===== config.mk =====
export PLATFORM = sky130hd
export DESIGN_NAME = atm_session_ctrl
export DESIGN_NICKNAME = d
export VERILOG_FILES = /design/src/rtl/atm_session_pkg.sv /design/src/rtl/stage_timeout_counter.sv /design/src/rtl/atm_session_ctrl.sv
export SDC_FILE = /design/constraint.sdc
export NUM_CORES = 1
export LEC_CHECK = 0
export CAP_MARGIN = 20
export CORE_ASPECT_RATIO = 0.75
export CORE_UTILIZATION = 45
export CTS_BUF_LIST = sky130_fd_sc_hd__clkbuf_16
export DETAILED_ROUTE_END_ITERATION = 7
export HOLD_SLACK_MARGIN = 0.02
export PLACE_DENSITY = 0.69
export SETUP_SLACK_MARGIN = 0.1
export SYNTH_ARGS = -nofsm -noshare
export SYNTH_HDL_FRONTEND = slang
export SYNTH_HIERARCHICAL = 1
export SYNTH_SLANG_ARGS = --single-unit

===== constraint.sdc =====
create_clock -name clk -period 5.5 [get_ports clk]
set_input_delay 0.825 -clock clk [delete_from_list [all_inputs] [get_ports clk]]
set_output_delay 0.825 -clock clk [all_outputs]
set_load 0.01 [all_outputs]

===== src/rtl/atm_session_pkg.sv =====
// Package: atm_session_pkg
// Shared types for the ATM session controller: the session state encoding
// seen on state_o and a helper that identifies the in-session states.
package atm_session_pkg;

  localparam int STATE_W = 3;

  typedef enum logic [STATE_W-1:0] {
    S_IDLE   = 3'd0,
    S_PIN    = 3'd1,
    S_MENU   = 3'd2,
    S_TXN    = 3'd3,
    S_EJECT  = 3'd4,
    S_RETAIN = 3'd5
  } session_state_e;

  // A customer session is open while PIN entry, menu or transaction is running.
  function automatic logic is_session(input session_state_e s);
    return (s == S_PIN) || (s == S_MENU) || (s == S_TXN);
  endfunction

endpackage


===== src/rtl/stage_timeout_counter.sv =====
// Module: stage_timeout_counter
// Single stage timer shared by all timed session stages.
// Ports:
//   clk, reset_n  clock and async active-low reset
//   clr           restart the count at 0 (wins over en)
//   en            count this cycle; the count holds when low
//   threshold     stage length in cycles
//   expire        combinational, high on the last cycle of the stage
module stage_timeout_counter #(
  parameter int CNT_W = 32
) (
  input  logic             clk,
  input  logic             reset_n,
  input  logic             clr,
  input  logic             en,
  input  logic [CNT_W-1:0] threshold,
  output logic             expire
);

  logic [CNT_W-1:0] count_q;

  // Count register: clear has priority, otherwise increment while enabled.
  always_ff @(posedge clk or negedge reset_n) begin
    if (!reset_n) begin
      count_q <= '0;
    end else if (clr) begin
      count_q <= '0;
    end else if (en) begin
      count_q <= count_q + CNT_W'(1);
    end else begin
      count_q <= count_q;
    end
  end

  // Expiry on count == threshold-1 so an idle stage lasts exactly threshold cycles.
  assign expire = en && (count_q == (threshold - CNT_W'(1)));

endmodule


===== src/rtl/atm_session_ctrl.sv =====
// Module: atm_session_ctrl
// Session sequencer: card-in -> PIN -> menu -> transaction -> eject/retain.
// Owns one stage timer reloaded per stage, enforces the PIN retry limit and
// drives the card eject/retain strobes. All outputs are registered.
// Ports:
//   clk, reset_n                     clock, async active-low reset
//   card_in                          level, card present
//   key_activity, pin_valid, pin_ok  keypad events (pin_ok qualified by pin_valid)
//   txn_sel, txn_done, cancel        menu / bank / cancel pulses
//   state_o                          current session state
//   session_active                   high in PIN, MENU, TXN
//   tries_left                       PIN attempts remaining
//   timeout_evt                      pulse when a stage timer forced the exit
//   card_eject, card_retain          card reader strobes
// Optional build macro ATM_SESSION_AUDIT_EN adds saturating audit counters
// timeout_cnt[15:0] and retain_cnt[7:0].
module atm_session_ctrl
  import atm_session_pkg::*;
#(
  parameter int CNT_W         = 32,
  parameter int PIN_TO        = 500,
  parameter int MENU_TO       = 800,
  parameter int TXN_TO        = 2000,
  parameter int TAKE_TO       = 1000,
  parameter int MAX_PIN_TRIES = 3
) (
  input  logic               clk,
  input  logic               reset_n,
  input  logic               card_in,
  input  logic               key_activity,
  input  logic               pin_valid,
  input  logic               pin_ok,
  input  logic               txn_sel,
  input  logic               txn_done,
  input  logic               cancel,
  output logic [STATE_W-1:0] state_o,
  output logic               session_active,
  output logic [2:0]         tries_left,
  output logic               timeout_evt,
  output logic               card_eject,
  output logic               card_retain
`ifdef ATM_SESSION_AUDIT_EN
  ,
  output logic [15:0]        timeout_cnt,
  output logic [7:0]         retain_cnt
`endif
);

  session_state_e   state_q, state_d;
  logic [2:0]       tries_q, tries_d;
  logic             card_in_q;
  logic             session_active_q;
  logic             timeout_evt_q;
  logic             card_eject_q;
  logic             card_retain_q;
  logic             card_rise_s;
  logic             restart_s;
  logic             timeout_s;
  logic             timer_en_s;
  logic             timer_clr_s;
  logic             expire_s;
  logic [CNT_W-1:0] threshold_s;

  assign card_rise_s = card_in && !card_in_q;
  assign timer_en_s  = (state_q == S_PIN) || (state_q == S_MENU) ||
                       (state_q == S_TXN) || (state_q == S_EJECT);
  // Any state change restarts the stage timer, as do in-stage restarts.
  assign timer_clr_s = restart_s || (state_d != state_q);

  // Per-stage timeout threshold; untimed states never enable the counter.
  always_comb begin
    threshold_s = CNT_W'(PIN_TO);
    case (state_q)
      S_PIN:   threshold_s = CNT_W'(PIN_TO);
      S_MENU:  threshold_s = CNT_W'(MENU_TO);
      S_TXN:   threshold_s = CNT_W'(TXN_TO);
      S_EJECT: threshold_s = CNT_W'(TAKE_TO);
      default: threshold_s = CNT_W'(PIN_TO);
    endcase
  end

  stage_timeout_counter #(.CNT_W(CNT_W)) u_timer (
    .clk       (clk),
    .reset_n   (reset_n),
    .clr       (timer_clr_s),
    .en        (timer_en_s),
    .threshold (threshold_s),
    .expire    (expire_s)
  );

  // Next-state, retry accounting and timeout attribution.
  always_comb begin
    state_d   = state_q;
    tries_d   = tries_q;
    restart_s = 1'b0;
    timeout_s = 1'b0;
    case (state_q)
      S_IDLE: begin
        if (card_rise_s) begin
          state_d = S_PIN;
          tries_d = 3'(MAX_PIN_TRIES);
        end else begin
          state_d = S_IDLE;
        end
      end
      S_PIN: begin
        // Card loss beats everything; then cancel > pin_valid > expiry > key.
        if (!card_in) begin
          state_d = S_IDLE;
        end else if (cancel) begin
          state_d = S_EJECT;
        end else if (pin_valid) begin
          if (pin_ok) begin
            state_d = S_MENU;
          end else begin
            tries_d   = tries_q - 3'd1;
            restart_s = 1'b1;
            state_d   = (tries_q == 3'd1) ? S_RETAIN : S_PIN;
          end
        end else if (expire_s) begin
          state_d   = S_EJECT;
          timeout_s = 1'b1;
        end else if (key_activity) begin
          restart_s = 1'b1;
        end else begin
          state_d = S_PIN;
        end
      end
      S_MENU: begin
        if (!card_in) begin
          state_d = S_IDLE;
        end else if (cancel) begin
          state_d = S_EJECT;
        end else if (txn_sel) begin
          state_d = S_TXN;
        end else if (expire_s) begin
          state_d   = S_EJECT;
          timeout_s = 1'b1;
        end else if (key_activity) begin
          restart_s = 1'b1;
        end else begin
          state_d = S_MENU;
        end
      end
      S_TXN: begin
        // The bank owns this stage, so cancel is deliberately not looked at.
        if (!card_in) begin
          state_d = S_IDLE;
        end else if (txn_done) begin
          state_d = S_MENU;
        end else if (expire_s) begin
          state_d   = S_EJECT;
          timeout_s = 1'b1;
        end else begin
          state_d = S_TXN;
        end
      end
      S_EJECT: begin
        if (!card_in) begin
          state_d = S_IDLE;
        end else if (expire_s) begin
          state_d   = S_RETAIN;
          timeout_s = 1'b1;
        end else begin
          state_d = S_EJECT;
        end
      end
      S_RETAIN: begin
        state_d = S_IDLE;
      end
      default: begin
        state_d = S_IDLE;
      end
    endcase
  end

  // State register plus registered outputs derived from the transition.
  always_ff @(posedge clk or negedge reset_n) begin
    if (!reset_n) begin
      state_q          <= S_IDLE;
      tries_q          <= 3'(MAX_PIN_TRIES);
      card_in_q        <= 1'b0;
      session_active_q <= 1'b0;
      timeout_evt_q    <= 1'b0;
      card_eject_q     <= 1'b0;
      card_retain_q    <= 1'b0;
    end else begin
      state_q          <= state_d;
      tries_q          <= tries_d;
      card_in_q        <= card_in;
      session_active_q <= is_session(state_d);
      timeout_evt_q    <= timeout_s;
      card_eject_q     <= (state_d == S_EJECT) && (state_q != S_EJECT);
      card_retain_q    <= (state_d == S_RETAIN);
    end
  end

  assign state_o        = state_q;
  assign session_active = session_active_q;
  assign tries_left     = tries_q;
  assign timeout_evt    = timeout_evt_q;
  assign card_eject     = card_eject_q;
  assign card_retain    = card_retain_q;

`ifdef ATM_SESSION_AUDIT_EN
  logic [15:0] timeout_cnt_q;
  logic [7:0]  retain_cnt_q;

  // Saturating audit counters fed by the registered event strobes.
  always_ff @(posedge clk or negedge reset_n) begin
    if (!reset_n) begin
      timeout_cnt_q <= 16'd0;
      retain_cnt_q  <= 8'd0;
    end else begin
      if (timeout_evt_q && (timeout_cnt_q != 16'hFFFF)) begin
        timeout_cnt_q <= timeout_cnt_q + 16'd1;
      end else begin
        timeout_cnt_q <= timeout_cnt_q;
      end
      if (card_retain_q && (retain_cnt_q != 8'hFF)) begin
        retain_cnt_q <= retain_cnt_q + 8'd1;
      end else begin
        retain_cnt_q <= retain_cnt_q;
      end
    end
  end

  assign timeout_cnt = timeout_cnt_q;
  assign retain_cnt  = retain_cnt_q;
`endif

endmodule


==> impl_metrics.prom, run 1 <==
# TYPE chip_impl_metric gauge
chip_impl_info{name="critical_path.endpoint_type",value="register"} 1
chip_impl_metric{name="die_w",unit="um"} 105.8
chip_impl_info{name="endpoint_of_the_lowest_slack_register_to_register_path",value="u_timer/count_q[23]"} 1
chip_impl_metric{name="total_net_switching_power",unit="mW"} 0.2479
chip_impl_metric{name="initial_cell_density_of_the_core",unit="%"} 48.05
chip_impl_metric{name="critPathMaxFanout",unit=""} 10
chip_impl_metric{name="diodes_inserted",unit=""} 0
chip_impl_info{name="hold_path_end",value="tries_left[1]"} 1
chip_impl_metric{name="cts_buffers",unit=""} 5
chip_impl_metric{name="grt_pass1_vias",unit=""} 3050
chip_impl_metric{name="p_sw_share",unit="%"} 27.54
chip_impl_metric{name="finalSetupTns",unit="ns"} 0
chip_impl_metric{name="worst_clock_skew",unit="ns"} 0.007262
chip_impl_metric{name="detailedRoute.firstPassIterationCount",unit=""} 5
chip_impl_metric{name="clock_tree.buffer_depth",unit=""} 2
chip_impl_metric{name="cell_internal_pwr",unit="mW"} 0.6521
chip_impl_metric{name="via_count",unit=""} 3308
chip_impl_metric{name="data_arrival_time_of_the_critical_path",unit="ns"} 5.28
chip_impl_metric{name="postSynthCellCount",unit=""} 431
chip_impl_metric{name="design.portCount",unit=""} 19
chip_impl_metric{name="grt_start_max_net_pins",unit=""} 44
chip_impl_metric{name="postPlaceCellArea",unit="mm^2"} 0.004249
chip_impl_metric{name="reg_power_share",unit="%"} 38.1
chip_impl_metric{name="timing_max_transition_violations_final",unit=""} 0
chip_impl_info{name="delay_heaviest_family_cp",value="simple AND/OR/NAND/NOR gates"} 1
chip_impl_metric{name="synth_cell_types",unit=""} 75
chip_impl_metric{name="final_min_period_over_clock_period",unit="%"} 93.05
chip_impl_metric{name="wl_met3",unit="um"} 669
chip_impl_info{name="cts_tree",value="done"} 1
chip_impl_metric{name="drt_drc_violations_left",unit=""} 0
chip_impl_metric{name="place.gp.congestion",unit=""} 0.9507
chip_impl_metric{name="drv.max_cap_violation_count",unit=""} 0
chip_impl_metric{name="synth-async-reset-ratio",unit="%"} 100.0
chip_impl_info{name="cts_root_buf",value="clkbuf_16"} 1
chip_impl_metric{name="comb_power_share",unit="%"} 19.1
chip_impl_metric{name="reg2regPathDepth",unit=""} 23
chip_impl_info{name="r2r_start",value="state_o[2]"} 1
chip_impl_info{name="min-delay-path-class",value="register to register"} 1
chip_impl_metric{name="power_leakage",unit="nW"} 1.823
chip_impl_metric{name="finalNetCount",unit=""} 549
chip_impl_metric{name="detailedPlace.worstSlack",unit="ns"} 0.3511
chip_impl_metric{name="clk-insertion-delay-late",unit="ns"} 0.29
chip_impl_metric{name="port_buffers",unit=""} 18
chip_impl_metric{name="core.rowCount",unit=""} 27
chip_impl_metric{name="dp_hpwl",unit="um"} 6986
chip_impl_metric{name="crit_required",unit="ns"} 5.67
chip_impl_info{name="run_status",value="finished clean"} 1
chip_impl_metric{name="cts-hold-fix-buffers",unit=""} 0
chip_impl_metric{name="dieArea",unit="mm^2"} 0.008447
chip_impl_info{name="routed.top_layer",value="met4"} 1
chip_impl_info{name="yosys_most_used_dff",value="dfrtp_1"} 1
chip_impl_metric{name="mappedNetlistArea",unit="mm^2"} 0.003636
chip_impl_metric{name="placed_cells",unit=""} 629
chip_impl_metric{name="met2WireLength",unit="um"} 3784
chip_impl_metric{name="number_of_enable_type_register_cells_in_the_synthesized_netlist",unit=""} 0
chip_impl_info{name="critical_path_cell_by_cell",value="and3b_2 -> inv_1 -> nand2_1 -> or3_1 -> o32a_1 -> o22ai_1 -> and4_1 -> nand4_1 -> nand4b_1 -> nor4_2 -> buf_4 -> nor2_1 -> a22o_1 -> a221oi_4 -> xnor2_1 -> nand3_1 -> o21ai_2 -> nor2_2 -> buf_4 -> nand2_1 -> nor3_1 -> xnor2_1 -> nor2_1"} 1
chip_impl_metric{name="max_freq",unit="MHz"} 195.4
chip_impl_metric{name="first_pass_grt_wire_length",unit="um"} 15410
chip_impl_info{name="synth.top_cells.by_area",value="dfrtp_1, xnor2_1, nor2_1, xor2_1, nand2_1"} 1
chip_impl_metric{name="yosys_register_bits",unit=""} 43
chip_impl_metric{name="ff2ff_setup_slack",unit="ns"} 0.38
chip_impl_metric{name="postRouteAntennaNets",unit=""} 0
chip_impl_metric{name="synthesis.yosys.warnings",unit=""} 6
chip_impl_metric{name="cts.htree.levels",unit=""} 2
chip_impl_info{name="synthDominantAreaCellType",value="dfrtp_1"} 1
chip_impl_metric{name="fin_cells",unit=""} 638
chip_impl_metric{name="maxSlewHeadroom",unit="%"} 35.69
chip_impl_metric{name="core_area",unit="mm^2"} 0.007567
chip_impl_metric{name="crit_buf_inv",unit=""} 3
chip_impl_metric{name="routedWlPerCell",unit="um"} 14.45
chip_impl_metric{name="critical-path-max-stage-delay",unit="ns"} 0.54
chip_impl_metric{name="yosysTopAreaCellShare",unit="%"} 28.22
chip_impl_metric{name="timing_worst_slew_pin_value",unit="ns"} 0.9646
chip_impl_metric{name="cts.sinks",unit=""} 43
chip_impl_info{name="synth.top_cells.by_count",value="nor2_1, xnor2_1, dfrtp_1"} 1
chip_impl_info{name="start_kind",value="register"} 1
chip_impl_metric{name="wirelength_met1",unit="um"} 4686
chip_impl_metric{name="design_power_total",unit="mW"} 0.9000
chip_impl_metric{name="grt_antenna_before_repair",unit=""} 0
chip_impl_metric{name="finalWorstPathRequiredPeriod",unit="ns"} 5.117
chip_impl_metric{name="die_height",unit="um"} 79.85
chip_impl_metric{name="mean_number_of_vias_per_cell",unit=""} 5.185
chip_impl_metric{name="layout-area-overhead-vs-synth",unit="%"} 23.12
chip_impl_metric{name="fill_cells",unit=""} 714
chip_impl_metric{name="final_report_setup_violation_count",unit=""} 0
chip_impl_info{name="worst_path_max_delay_cell",value="dfrtp_1"} 1
chip_impl_metric{name="postRouteWirelength",unit="um"} 9217
chip_impl_info{name="crit_type",value="register to register"} 1
chip_impl_metric{name="timing.hold.worst_path_depth",unit=""} 2
chip_impl_metric{name="irDropWorstVdd",unit="uV"} 164.4
chip_impl_metric{name="drtIter0Drc",unit=""} 223
chip_impl_info{name="hold_path_startpoint",value="tries_left[1]"} 1
chip_impl_metric{name="grt_usage",unit="%"} 23.57
chip_impl_info{name="rsz0062_at_grt",value="yes"} 1
chip_impl_metric{name="fin_area",unit="mm^2"} 0.004477
chip_impl_metric{name="fin_ws",unit="ns"} 0.3825
chip_impl_metric{name="p_clk_share",unit="%"} 42.8
chip_impl_metric{name="clk_transition_reported_paths",unit="ns"} 0.06
chip_impl_metric{name="layout-drive-gt1-share",unit="%"} 9.125
chip_impl_metric{name="syn-mean-instance-area",unit="um^2"} 8.436
chip_impl_metric{name="report.final.hold_viol_count",unit=""} 0
chip_impl_metric{name="overflow",unit=""} 0
chip_impl_metric{name="power.density_cell_area",unit="mW/mm^2"} 201.0
chip_impl_metric{name="synth-seq-area-share",unit="%"} 29.66
chip_impl_info{name="post-synth-top-count-cell",value="nor2_1"} 1
## flip-flops by register name, indices dropped and copies added, names as in the netlist
register,flops
state_o,3
card_retain,1
timeout_evt,1
tries_left,3
session_active,1
card_in_q,1
u_timer/count_q,32
card_eject,1
## timing repair
action,CTS,global route
buffers inserted,0,1
gates resized for setup,0,9
setup endpoints to repair,0,25
## through the flow
step                      utilization, %  hold slack (ns)
final                              59.16           0.5037
after global routing               59.16           0.5641
after floorplan                        -           0.4886
after CTS                          58.65           0.5073
after global placement             56.15           0.5013
after detailed placement           56.15           0.4982
## layer usage
metal	vias up	GRT usage, %
li1	1648	-
met1	1539	35.34
met2	111	34.38
met3	10	4.898
met4	0	5.000
met5	-	0
## worst reg2reg max path: stages (launching register included)
cell and delay [ns]:
dfrtp_1 0.54, and3b_2 0.34, inv_1 0.21, nand2_1 0.18, or3_1 0.39, o32a_1 0.30, o22ai_1 0.14, and4_1 0.19
nand4_1 0.07, nand4b_1 0.19, nor4_2 0.28, buf_4 0.20, nor2_1 0.06, a22o_1 0.23, a221oi_4 0.35, xnor2_1 0.12
nand3_1 0.14, o21ai_2 0.10, nor2_2 0.23, buf_4 0.18, nand2_1 0.10, nor3_1 0.24, xnor2_1 0.15, nor2_1 0.05
## layout make-up
cell class	instances	area, um^2	share of cell area, %
multi-input cells	437	2758	61.60
flip-flops and latches	43	1079	24.09
repair buffers	27	242.7	5.422
well taps	101	126.4	2.823
clock buffers	5	125.1	2.795
inverters	22	82.58	1.845
clock inverters	3	63.81	1.425
## cell families after synthesis
group,share of synthesized area (%)
flops,29.66
compound gates,13.66
xor+xnor,17.34
fa+ha+maj,1.377
other cells,0.2065
buf+inv,4.714
simple gates,31.93
mux,1.101
## how the worst max path moves through the flow
stage,cells past startpoint,end,start,slack [ns]
3_3_place_gp,24,u_timer/count_q[30],state_o[1],0.50
2_1_floorplan,23,u_timer/count_q[31],state_o[1],0.22
4_1_cts,26,u_timer/count_q[23],state_o[1],0.29
6_report,23,u_timer/count_q[23],state_o[2],0.38
3_5_place_dp,26,u_timer/count_q[23],state_o[1],0.35
5_1_grt,26,u_timer/count_q[23],state_o[1],0.05
## power by group through the flow
| stage | Clock [mW] | Sequential (mW) | Combinational, mW |
|---|---|---|---|
| 2_1_floorplan | 0 | 0.346 | 0.120 |
| 3_3_place_gp | 0 | 0.347 | 0.162 |
| 3_5_place_dp | 0 | 0.348 | 0.164 |
| 4_1_cts | 0.388 | 0.342 | 0.165 |
| 5_1_grt | 0.402 | 0.344 | 0.192 |
| 6_report | 0.385 | 0.343 | 0.172 |
## placed cells by master (no fill, tap or decap), types with 3 or more instances in the layout
cell type,synthesis,final
a21oi_1,12,12
a31oi_1,5,4
and2_1,4,4
and4_1,4,4
buf_4,2,9
clkbuf_16,0,5
clkdlybuf4s50_1,0,17
conb_1,2,91
dfrtp_1,41,41
ha_1,4,4
inv_1,22,23
mux2i_1,4,4
nand2_1,30,30
nand2b_1,4,4
nand3_1,20,20
nand4_1,13,13
nor2_1,55,52
nor2_2,0,3
nor2b_1,3,3
nor3_1,14,14
nor3b_1,4,4
nor4_1,7,6
nor4_2,2,3
nor4_4,4,4
o21ai_0,15,13
o221ai_1,3,3
or2_2,3,3
or3_1,9,9
or4_1,4,4
xnor2_1,50,50
xor2_1,22,22
No activity file was read; power rests on OpenSTA's default activity.
==> run 2: changes to the inputs <==
PLACE_DENSITY = 0.7   (was 0.69)
SYNTH_HIERARCHICAL = unset   (was 1)
==> run 2 against run 1 <==
Effect of this change:
- total power down 13%
- setup slack better by 1.9 ns
- fmax up 57%
- critical endpoint is now u_timer.count_q[18]
==> impl_metrics.prom, run 2 <==
# TYPE chip_impl_metric gauge
chip_impl_metric{name="via_count",unit=""} 2199
chip_impl_info{name="largest_register",value="u_timer.count_q"} 1
chip_impl_metric{name="power_leakage",unit="nW"} 1.221
chip_impl_metric{name="detailedRoute.firstPassIterationCount",unit=""} 4
chip_impl_metric{name="diodes_inserted",unit=""} 0
chip_impl_info{name="cts_tree",value="done"} 1
chip_impl_metric{name="reg2regPathDepth",unit=""} 7
chip_impl_info{name="synth.top_cells.by_area",value="dfrtp_1, nor3_1, xor2_1, nand3_1, xnor2_1"} 1
chip_impl_metric{name="layout-area-overhead-vs-synth",unit="%"} 13.42
chip_impl_metric{name="timing_worst_slew_pin_value",unit="ns"} 0.9928
chip_impl_metric{name="cts-hold-fix-buffers",unit=""} 0
chip_impl_metric{name="yosys_register_bits",unit=""} 43
chip_impl_metric{name="number_of_enable_type_register_cells_in_the_synthesized_netlist",unit=""} 0
chip_impl_metric{name="drtIter0Drc",unit=""} 205
chip_impl_metric{name="first_pass_grt_wire_length",unit="um"} 9887
chip_impl_metric{name="port_buffers",unit=""} 18
chip_impl_metric{name="design.portCount",unit=""} 19
chip_impl_metric{name="irDropWorstVdd",unit="uV"} 126.3
chip_impl_metric{name="mean_number_of_vias_per_cell",unit=""} 5.638
chip_impl_metric{name="synth_cell_types",unit=""} 55
chip_impl_metric{name="fin_ws",unit="ns"} 2.250
chip_impl_metric{name="cts.sinks",unit=""} 43
chip_impl_metric{name="synth-seq-area-share",unit="%"} 40.04
chip_impl_info{name="yosys_most_used_dff",value="dfrtp_1"} 1
chip_impl_metric{name="report.final.hold_viol_count",unit=""} 0
chip_impl_metric{name="clk_transition_reported_paths",unit="ns"} 0.06
chip_impl_info{name="synthDominantAreaCellType",value="dfrtp_1"} 1
chip_impl_metric{name="postPlaceCellArea",unit="mm^2"} 0.002872
chip_impl_metric{name="yosysTopAreaCellShare",unit="%"} 38.09
chip_impl_metric{name="detailedPlace.worstSlack",unit="ns"} 2.257
chip_impl_metric{name="cts_buffers",unit=""} 5
chip_impl_info{name="run_status",value="finished clean"} 1
chip_impl_metric{name="ff2ff_setup_slack",unit="ns"} 2.25
chip_impl_metric{name="timing.hold.ws",unit="ns"} 0.3260
chip_impl_metric{name="grt_antenna_before_repair",unit=""} 0
chip_impl_metric{name="final_report_setup_violation_count",unit=""} 0
chip_impl_metric{name="fin_area",unit="mm^2"} 0.003055
chip_impl_metric{name="max_freq",unit="MHz"} 307.7
chip_impl_metric{name="synth-async-reset-ratio",unit="%"} 100.0
chip_impl_info{name="endpoint_of_the_lowest_slack_register_to_register_path",value="u_timer.count_q[18]"} 1
chip_impl_metric{name="initial_cell_density_of_the_core",unit="%"} 46.48
chip_impl_metric{name="critPathMaxFanout",unit=""} 32
chip_impl_metric{name="max_ffs_per_register",unit=""} 32
chip_impl_metric{name="dieArea",unit="mm^2"} 0.006303
chip_impl_metric{name="finalWorstPathRequiredPeriod",unit="ns"} 3.250
chip_impl_metric{name="postSynthCellCount",unit=""} 302
chip_impl_metric{name="syn-mean-instance-area",unit="um^2"} 8.920
chip_impl_metric{name="fin_cells",unit=""} 390
chip_impl_info{name="crit_type",value="register to register"} 1
chip_impl_info{name="start_kind",value="register"} 1
chip_impl_metric{name="crit_required",unit="ns"} 5.62
chip_impl_info{name="post-synth-top-count-cell",value="nor3_1"} 1
chip_impl_metric{name="post_syn_nets",unit=""} 314
chip_impl_metric{name="postRouteWirelength",unit="um"} 5705
chip_impl_info{name="synth.top_cells.by_count",value="nor3_1, dfrtp_1, nand3_1"} 1
chip_impl_metric{name="drt_drc_violations_left",unit=""} 0
chip_impl_info{name="critical_path.endpoint_type",value="register"} 1
chip_impl_metric{name="cts.htree.levels",unit=""} 2
chip_impl_info{name="layout_commonest_cell",value="nor3_1"} 1
chip_impl_metric{name="clock_tree.buffer_depth",unit=""} 2
chip_impl_metric{name="grt_start_max_net_pins",unit=""} 44
chip_impl_metric{name="power.density_cell_area",unit="mW/mm^2"} 257.5
chip_impl_metric{name="cts.repair.resized",unit=""} 0
chip_impl_metric{name="grt_pass1_vias",unit=""} 2000
chip_impl_metric{name="die_w",unit="um"} 91.34
chip_impl_metric{name="core.rowCount",unit=""} 24
chip_impl_info{name="cts_root_buf",value="clkbuf_16"} 1
chip_impl_metric{name="dp_hpwl",unit="um"} 3914
chip_impl_metric{name="postRouteAntennaNets",unit=""} 0
chip_impl_metric{name="core_area",unit="mm^2"} 0.005796
chip_impl_metric{name="finalNetCount",unit=""} 323
chip_impl_metric{name="final_min_period_over_clock_period",unit="%"} 59.08
chip_impl_metric{name="place.gp.congestion",unit=""} 0.8719
chip_impl_metric{name="synthesis.yosys.warnings",unit=""} 0
chip_impl_metric{name="worst_clock_skew",unit="ns"} 0.004564
chip_impl_metric{name="mappedNetlistArea",unit="mm^2"} 0.002694
chip_impl_metric{name="layout-drive-gt1-share",unit="%"} 6.731
chip_impl_metric{name="data_arrival_time_of_the_critical_path",unit="ns"} 3.37
chip_impl_info{name="min-delay-path-class",value="input pin to async pin"} 1
chip_impl_info{name="layout.cells.most_common_list",value="nor3_1, dfrtp_1, nand3_1, xor2_1, nand2_1"} 1
chip_impl_metric{name="clk-insertion-delay-late",unit="ns"} 0.28
chip_impl_info{name="crit_start",value="state_o[0]"} 1
chip_impl_info{name="endpoint",value="u_timer.count_q[18]"} 1
chip_impl_metric{name="placed_cells",unit=""} 381
chip_impl_metric{name="post-cts-setup-buffer-count",unit=""} 0
chip_impl_metric{name="finalSetupTns",unit="ns"} 0
chip_impl_metric{name="drv.max_cap_violation_count",unit=""} 0
chip_impl_info{name="rsz0062_at_grt",value="no"} 1
chip_impl_metric{name="final_util",unit="%"} 52.72
chip_impl_metric{name="die_height",unit="um"} 69.01
chip_impl_metric{name="grt_usage",unit="%"} 19.78
chip_impl_metric{name="design_power_total",unit="mW"} 0.7868
chip_impl_metric{name="overflow",unit=""} 0
chip_impl_info{name="r2r_start",value="state_o[0]"} 1
chip_impl_metric{name="routedWlPerCell",unit="um"} 14.63
chip_impl_metric{name="maxSlewHeadroom",unit="%"} 33.20
chip_impl_metric{name="timing_max_transition_violations_final",unit=""} 0
[run 2: critical path, cell delays in order (launching register included)]
cell and delay [ns]:
dfrtp_1 0.64, nand2b_1 0.33, mux2i_1 0.21, mux2i_1 0.42, nand4b_4 0.21, a211o_1 0.36, a31oi_4 0.75, nor3_1 0.15
[run 2: metal layers]
layer / share of wire, % / vias to the layer above / GRT usage, %
li1: - / 1107 / -
met1: 53 / 1024 / 31.38
met2: 40 / 61 / 26.09
met3: 5.9 / 7 / 4.305
met4: 1.2 / 0 / 6.526
met5: 0 / - / 0
[run 2: worst min path at each step]
stage                     cells past startpoint  slack [ns]     startpoint                   to
after global routing                          1        0.32        reset_n  u_timer.count_q[16]
after floorplan                               2        0.52      card_in_q        tries_left[2]
final                                         1        0.33        reset_n  u_timer.count_q[16]
after CTS                                     1        0.55  tries_left[0]        tries_left[0]
after global placement                        1        0.53  tries_left[0]        tries_left[0]
after detailed placement                      1        0.53  tries_left[0]        tries_left[0]
[run 2: logic make-up after synthesis]
logic type / share of synthesized area (%)
fa+ha+maj: 1.394
compound gates: 9.801
mux: 1.115
buf+inv: 5.202
simple gates: 31.72
xor+xnor: 10.73
flops: 40.04
[run 2: layout make-up]
class / instances / area [um^2]
well taps: 78 / 97.59
multi-input cells: 231 / 1475
flip-flops and latches: 43 / 1079
inverters: 10 / 37.54
fillers: 534 / 2740
clock buffers: 5 / 125.1
repair buffers: 20 / 202.7
clock inverters: 3 / 38.79
[run 2: report_power, final]
group | internal, mW | leakage [nW] | total [mW] | switching [mW]
clock | 0.212 | 0.0812 | 0.329 | 0.117
combinational | 0.0435 | 0.552 | 0.114 | 0.0702
sequential | 0.327 | 0.588 | 0.344 | 0.0170
total | 0.582 | 1.22 | 0.787 | 0.204
